**config.mk**
```make
export PLATFORM = sky130hd
export DESIGN_NAME = arb_mux
export DESIGN_NICKNAME = d
export VERILOG_FILES = /design/src/rtl/arb_mux.sv
export SDC_FILE = /design/constraint.sdc
export NUM_CORES = 1
export LEC_CHECK = 0
export ABC_CLOCK_PERIOD_IN_PS = 6350
export CAP_MARGIN = 20
export CORE_MARGIN = 4
export CORE_UTILIZATION = 35
export CTS_CLUSTER_DIAMETER = 100
export DETAILED_ROUTE_END_ITERATION = 12
export PLACE_DENSITY = 0.71
export SLEW_MARGIN = 10
export SYNTH_ARGS = -nofsm -noshare
export SYNTH_HDL_FRONTEND = slang
export SYNTH_SLANG_ARGS = --single-unit
```
**constraint.sdc**
```tcl
create_clock -name clk -period 6.35 [get_ports clk]
set_input_delay 0.635 -clock clk [delete_from_list [all_inputs] [get_ports clk]]
set_output_delay 0.635 -clock clk [all_outputs]
set_load 0.05 [all_outputs]
```
**src/rtl/arb_mux.sv**
```systemverilog
// arb_mux: N_CH-to-1 valid/ready multiplexer with a single registered output
// slot. The grant comes either from a fixed channel select (mode = 0) or from
// a round-robin arbiter whose search starts at ptr (mode = 1).
//
// Ports
//   clk        system clock, rising edge
//   rst_n      asynchronous active-low reset
//   mode       0 = fixed select via sel, 1 = round-robin
//   sel        channel select for mode 0
//   in_valid   per-channel valid
//   in_data    packed channel data, channel i at [i*WIDTH +: WIDTH]
//   in_ready   per-channel accept (one-hot or zero)
//   out_valid  output slot holds data
//   out_data   registered data of the granted channel
//   out_ch     index of the channel that supplied out_data
//   out_ready  downstream accept
module arb_mux #(
  parameter int WIDTH = 8,
  parameter int N_CH  = 4,
  localparam int SEL_W = $clog2(N_CH)
) (
  input  logic                  clk,
  input  logic                  rst_n,
  input  logic                  mode,
  input  logic [SEL_W-1:0]      sel,
  input  logic [N_CH-1:0]       in_valid,
  input  logic [N_CH*WIDTH-1:0] in_data,
  output logic [N_CH-1:0]       in_ready,
  output logic                  out_valid,
  output logic [WIDTH-1:0]      out_data,
  output logic [SEL_W-1:0]      out_ch,
  input  logic                  out_ready
);

  logic [SEL_W-1:0] ptr;
  logic [SEL_W-1:0] gnt;
  logic [SEL_W-1:0] idx;
  logic             gnt_vld;
  logic             load_en;
  logic             grant_ok;
  logic             take;
  logic [WIDTH-1:0] gnt_data;

  logic             vld_p1;
  logic [WIDTH-1:0] data_p1;
  logic [SEL_W-1:0] ch_p1;

  // ---- stage p0: grant decision and input handshake (combinational) ----

  // Round-robin scan runs from the highest offset down so the channel closest
  // to ptr is the last (and therefore winning) assignment. ptr + k wraps in
  // SEL_W bits, which is modulo N_CH because N_CH is a power of two.
  always_comb begin
    gnt     = sel;
    gnt_vld = 1'b1;
    idx     = '0;
    if (mode) begin
      gnt     = ptr;
      gnt_vld = 1'b0;
      for (int k = N_CH - 1; k >= 0; k--) begin
        idx = ptr + SEL_W'(k);
        if (in_valid[idx]) begin
          gnt     = idx;
          gnt_vld = 1'b1;
        end
      end
    end
  end

  assign load_en  = !vld_p1 || out_ready;
  // rst_n gates the handshake so nothing is offered while reset is held.
  assign grant_ok = gnt_vld && load_en && rst_n;
  assign take     = grant_ok && in_valid[gnt];

  always_comb begin
    in_ready = '0;
    for (int i = 0; i < N_CH; i++) begin
      in_ready[i] = grant_ok && (gnt == SEL_W'(i));
    end
  end

  always_comb begin
    gnt_data = '0;
    for (int i = 0; i < N_CH; i++) begin
      if (gnt == SEL_W'(i)) gnt_data = in_data[i*WIDTH +: WIDTH];
    end
  end

  // ---- stage p1: output slot and round-robin pointer ----

  always_ff @(posedge clk or negedge rst_n) begin
    if (!rst_n) begin
      vld_p1  <= 1'b0;
      data_p1 <= '0;
      ch_p1   <= '0;
      ptr     <= '0;
    end else begin
      if (take) begin
        vld_p1  <= 1'b1;
        data_p1 <= gnt_data;
        ch_p1   <= gnt;
        if (mode) ptr <= gnt + SEL_W'(1);
      end else if (out_ready) begin
        vld_p1 <= 1'b0;
      end
    end
  end

  assign out_valid = vld_p1;
  assign out_data  = data_p1;
  assign out_ch    = ch_p1;

endmodule

```
### Word-level counts from Yosys, hierarchy flattened

Index checks and enable logic that the tools add are counted.
W data, S select, Z words.

| storage, ports and cells | value |
|---|---|
| register bits after elaboration | 13 |
| input port bits | 42 |
| output and inout port bits | 15 |
| word-level logic and storage cells | 54 |

| operators by class | value |
|---|---|
| add/subtract/negate cells | 4 |
| $lt $le $gt $ge | 5 |
| equality and inequality tests | 3 |
| muxes and demuxes | 26 |
| reductions and logical operators | 12 |

Operators with widths:

| operator | number |
|---|---|
| $mux W8 | 4 |
| $lt A2 B3 Y1 const B | 5 |
| $mux W1 | 12 |
| $bmux W1 S2 | 5 |
| $mux W2 | 5 |
| $logic_and A1 B1 Y1 | 7 |
| $add A2 B1 Y2 const B | 2 |
| $add A2 B2 Y2 const B | 2 |
| $eq A2 B2 Y1 const B | 2 |
| $eq A2 B1 Y1 const B | 1 |
| $logic_not A2 Y1 | 1 |
| $reduce_and A2 Y1 | 1 |
| $reduce_bool A2 Y1 | 1 |
| $logic_not A1 Y1 | 1 |
| $logic_or A1 B1 Y1 | 1 |

### Longest topological paths before layout

| depth | value |
|---|---|
| word-level depth | 13 |
| gate-level depth with buffers | 12 |
| mapped depth without buffers | 11 |

### Worst setup path before layout

Ideal clock, no wire load.

| timing | value |
|---|---|
| path kind | in2out |
| start | in in_valid[1] |
| end | out in_ready[3] |
| arrival | 2.496 ns |
| required time | 5.715 ns |
| path slack | 3.219 ns |
| stages | 8 |
| buffers on the path | 2 |
| cells stage by stage | or3b_1 -> nand4b_1 -> a31oi_1 -> inv_1 -> ha_1 -> clkdlybuf4s25_2 -> bufbuf_16 -> and2_1 |

| between the ends | value |
|---|---|
| elaborated cells between the ends (all ways) | 22 |
| classes of those cells | eq/ne (1); mux (18); reduce/logical (3) |

RTL lines:

| item | line | source |
|---|---|---|
| start: declaration | 26 | `input logic [N_CH-1:0] in_valid,` |
| $bmux W1 S2 | 62 | `if (in_valid[idx]) begin` |
| $mux W1 (implied by the code) | 62 |  |
| $mux W2 (3 in series) | 62 |  |
| $mux W2 * | 62 |  |
| $mux W2 * | 57 | `if (mode) begin` |
| named net gnt[1] | 36 | `logic [SEL_W-1:0] gnt;` |
| $eq A2 B2 Y1 * | 78 | `in_ready[i] = grant_ok && (gnt == SEL_W'(i));` |
| $logic_and A1 B1 Y1 * | 78 |  |
| end: declaration | 28 | `output logic [N_CH-1:0] in_ready,` |

Mark *: on every way through the listed nets, which the timed path passes. The rest lies on a longest branch. The select of a mux whose other input is x is not followed.

### Worst setup path in the final report

| timing | value |
|---|---|
| start | in in_valid[2] |
| end | out in_ready[2] |

Same word-level chain as after synthesis.

==> summary.md <==
| Metric | Value |
|---|---|
| Vias/cell | `4.60` |
| Final Cycle Share | `65.5%` |
| Port buffer count | `56` |
| CP Cell Sequence | `clkdlybuf4s50_1 > or3b_1 > nand4b_1 > a31oi_1 > inv_1 > ha_1 > and2_1 > clkdlybuf4s50_1` |
| Pin count of the biggest net entering global routing | `18` |
| Crit. End Element | `output pin` |
| Final ANT Viol Nets | `0` |
| Die area | `0.00423 mm2` |
| Worst-path clk slew | `0.07 ns` |
| Final hold viol count | `0` |
| Critical setup path kind | `in -> out` |
| Lkg Pwr | `0.705 nW` |
| Vias post-DR | `1021` |
| Row Count | `20` |
| Leading cell type in the layout, fill and taps excluded | `clkdlybuf4s50_1` |
| Worst hold slack | `0.516 ns` |
| Total I/O pin count | `57` |
| Die Y-Extent | `65.0 um` |
| Worst Path Required | `5.71 ns` |
| Clk sinks | `13` |
| Max_cap viols | `0` |
| Crit Reg-Reg Endpoint | `out_data[5]$_DFFE_PN0P_` |
| Gpl congestion | `0.860` |
| Pwr dens | `351 mW/mm2` |
| Hold Path Class | `reg -> reg` |
| Resize count post-CTS | `0` |
| Initial antenna violation count | `0` |
| Skew final | `0.00129 ns` |
| Longest Clk Path Bufs | `2` |
| Register bit total from synthesis | `13` |
| Fin nets | `225` |
| Vias in the first global route | `1060` |
| Synthesized cell area | `0.00114 mm2` |
| Synth warn | `0` |
| Overall Power | `0.000600 W` |
| CTS H-Tree Depth | `1` |
| Flop-to-flop setup slack | `3.60 ns` |
| Endpoint with the worst hold slack | `out_data[0]$_DFFE_PN0P_` |
| Min-delay src | `out_data[0]$_DFFE_PN0P_` |
| Grt ovf | `0` |
| FMAX | `240 MHz` |
| Layout cells sized above 1 | `11.8%` |
| Slew Viols, Final | `0` |
| Die width | `65.0 um` |
| First-pass GRT wire length | `4660 um` |
| Area delta synth->final | `50.4%` |
| Max VDD drop | `0.0877 mV` |
| CP arrival | `3.53 ns` |
| Drt drc | `0` |
| Antenna diode count | `0` |
| Critical path peak fanout | `17` |
| Pre-antenna DRT Iters | `4` |
| R2r startpoint | `ptr[1]$_DFFE_PN0P_` |
| Most frequent cells in the layout | `56 x clkdlybuf4s50_1, 13 x nand2_1, 13 x a21oi_1, 13 x dfrtp_1` |
| RSZ-0062 raised after global routing | `no` |
| Worst reg2reg path depth | `10` |
| Crit path top cell by count | `clkdlybuf4s50_1` |
| Fillers | `305` |
| Max-slew headroom | `60.2%` |
| TritonCTS Buffers | `3` |
| DP Wirelength | `2500 um` |
| CTS root buf | `clkbuf_4` |
| GRT Overall Usage | `14.1%` |
| Worst-margin pin slew | `0.597 ns` |
| Syn Nets | `171` |
| Syn avg cell area | `9.10 um2` |
| CP max stage delay | `0.80 ns` |
| Tmin final | `4.16 ns` |
| Post-Route WL | `2980 um` |
| Slowest CP cell | `clkdlybuf4s50_1` |
| Routed length per instance | `13.4 um` |
| Setup TNS Final | `0 ns` |
| Number of setup violations in the final report | `0` |
| Synth unique cells | `33` |
| CP Launch Type | `input pin` |
| Mapped Cells | `125` |
| CTS Hold Buffers Added | `0` |
| Seq/Total Area, Yosys | `28.6%` |
| Initial Util | `37.0%` |
| CTS tree | `built` |
| Clock Latency Late Sink | `0.26 ns` |
| Status | `complete, no violations` |
| Initial DRC count | `23` |
| Postcts setup bufs | `0` |
| Core area | `0.00308 mm2` |
| Worst hold path stage count | `1` |
-- power breakdown --
part           internal [W]  switching, W
Sequential         0.000120     0.0000318
Combinational      0.000175      0.000225
Clock             0.0000243     0.0000239
Total              0.000320      0.000280
-- state kept, by name, summed over array words and instances, names as in the netlist --
register,flops
ptr,2
out_valid,1
out_ch,2
out_data,8
-- stage by stage --
step | instances | setup slack, ns | util, % | instance area, um2
floorplan | 125 | 3.22 | - | 1140
global placement | 218 | 2.26 | 54.7 | 1680
detailed placement | 218 | 2.21 | 54.7 | 1680
CTS | 222 | 2.19 | 55.6 | 1710
global route | 222 | 2.00 | 55.6 | 1710
finish | 222 | 2.19 | 55.6 | 1710
-- kinds of logic after synthesis --
| group | after synthesis | synth area share (%) |
|---|---|---|
| buf+inv | 13 | 8.03 |
| mux | 11 | 14.2 |
| flops | 13 | 28.6 |
| fa+ha+maj | 5 | 5.28 |
| simple gates | 42 | 19.4 |
| compound gates | 41 | 24.5 |
-- worst max-delay path by stage --
stage | start | end | slack (ns) | cells past startpoint
final | in_valid[2] | in_ready[2] | 2.19 | 8
after global routing | in_valid[2] | in_ready[2] | 2.00 | 8
after CTS | in_valid[2] | in_ready[2] | 2.19 | 8
after detailed placement | in_valid[1] | in_ready[3] | 2.21 | 7
after global placement | in_valid[1] | in_ready[3] | 2.26 | 7
after floorplan | in_valid[1] | in_ready[3] | 3.22 | 8
-- worst max-delay path, delay by kind of cell --
family	cells	cell delay [ns]
fa+ha+maj	1	0.47
compound gates	1	0.17
buf+inv	3	1.54
simple gates	3	0.71
-- layer usage --
layer	routed length, um	track usage, %	part of all wire, %
met1	1440	18.9	48
met2	1370	22.2	46
met3	108	2.25	3.6
met4	53	6.33	1.8
met5	0	0	0
-- Yosys cell counts --
| cell | count | area share, % |
|---|---|---|
| bufbuf_16 | 1 | 2.9 |
| mux2_4 | 10 | 13 |
| a22oi_1 | 7 | 4.6 |
| or3_1 | 1 | 0.55 |
| or3b_1 | 2 | 1.5 |
| and2_1 | 4 | 2.2 |
| and3_2 | 1 | 0.66 |
| mux2_2 | 1 | 0.99 |
| nor3_1 | 2 | 0.88 |
| a211oi_1 | 2 | 1.3 |
| ha_1 | 4 | 4.4 |
| nor2b_1 | 4 | 2.2 |
| clkbuf_1 | 4 | 1.3 |
| a31oi_1 | 1 | 0.55 |
| o41ai_4 | 1 | 2.4 |
| a21boi_2 | 1 | 0.99 |
| dfrtp_1 | 13 | 29 |
| buf_6 | 1 | 0.99 |
| a31o_1 | 1 | 0.77 |
| nor2_1 | 9 | 3.0 |
| or2b_1 | 3 | 2.0 |
| clkdlybuf4s25_2 | 1 | 0.88 |
| nand2_1 | 13 | 4.3 |
| o21ai_2 | 1 | 0.77 |
| nand4b_1 | 2 | 1.5 |
| o21bai_1 | 2 | 1.3 |
| a21oi_1 | 13 | 5.7 |
| maj3_1 | 1 | 0.88 |
| a21oi_2 | 1 | 0.77 |
| a22o_2 | 1 | 0.88 |
| or2_2 | 1 | 0.55 |
| o21ai_0 | 10 | 4.4 |
| inv_1 | 6 | 2.0 |
-- layout make-up --
| type | instances | area (um2) | share of cell area (%) |
|---|---|---|---|
| timing repair buffer | 56 | 561 | 32.8 |
| sequential | 13 | 325 | 19.0 |
| clock buffer | 4 | 26.3 | 1.54 |
| multi-input combinational | 99 | 721 | 42.1 |
| tap | 44 | 55.1 | 3.22 |
| inverter | 6 | 22.5 | 1.32 |
(Power assumes the default switching activity.)
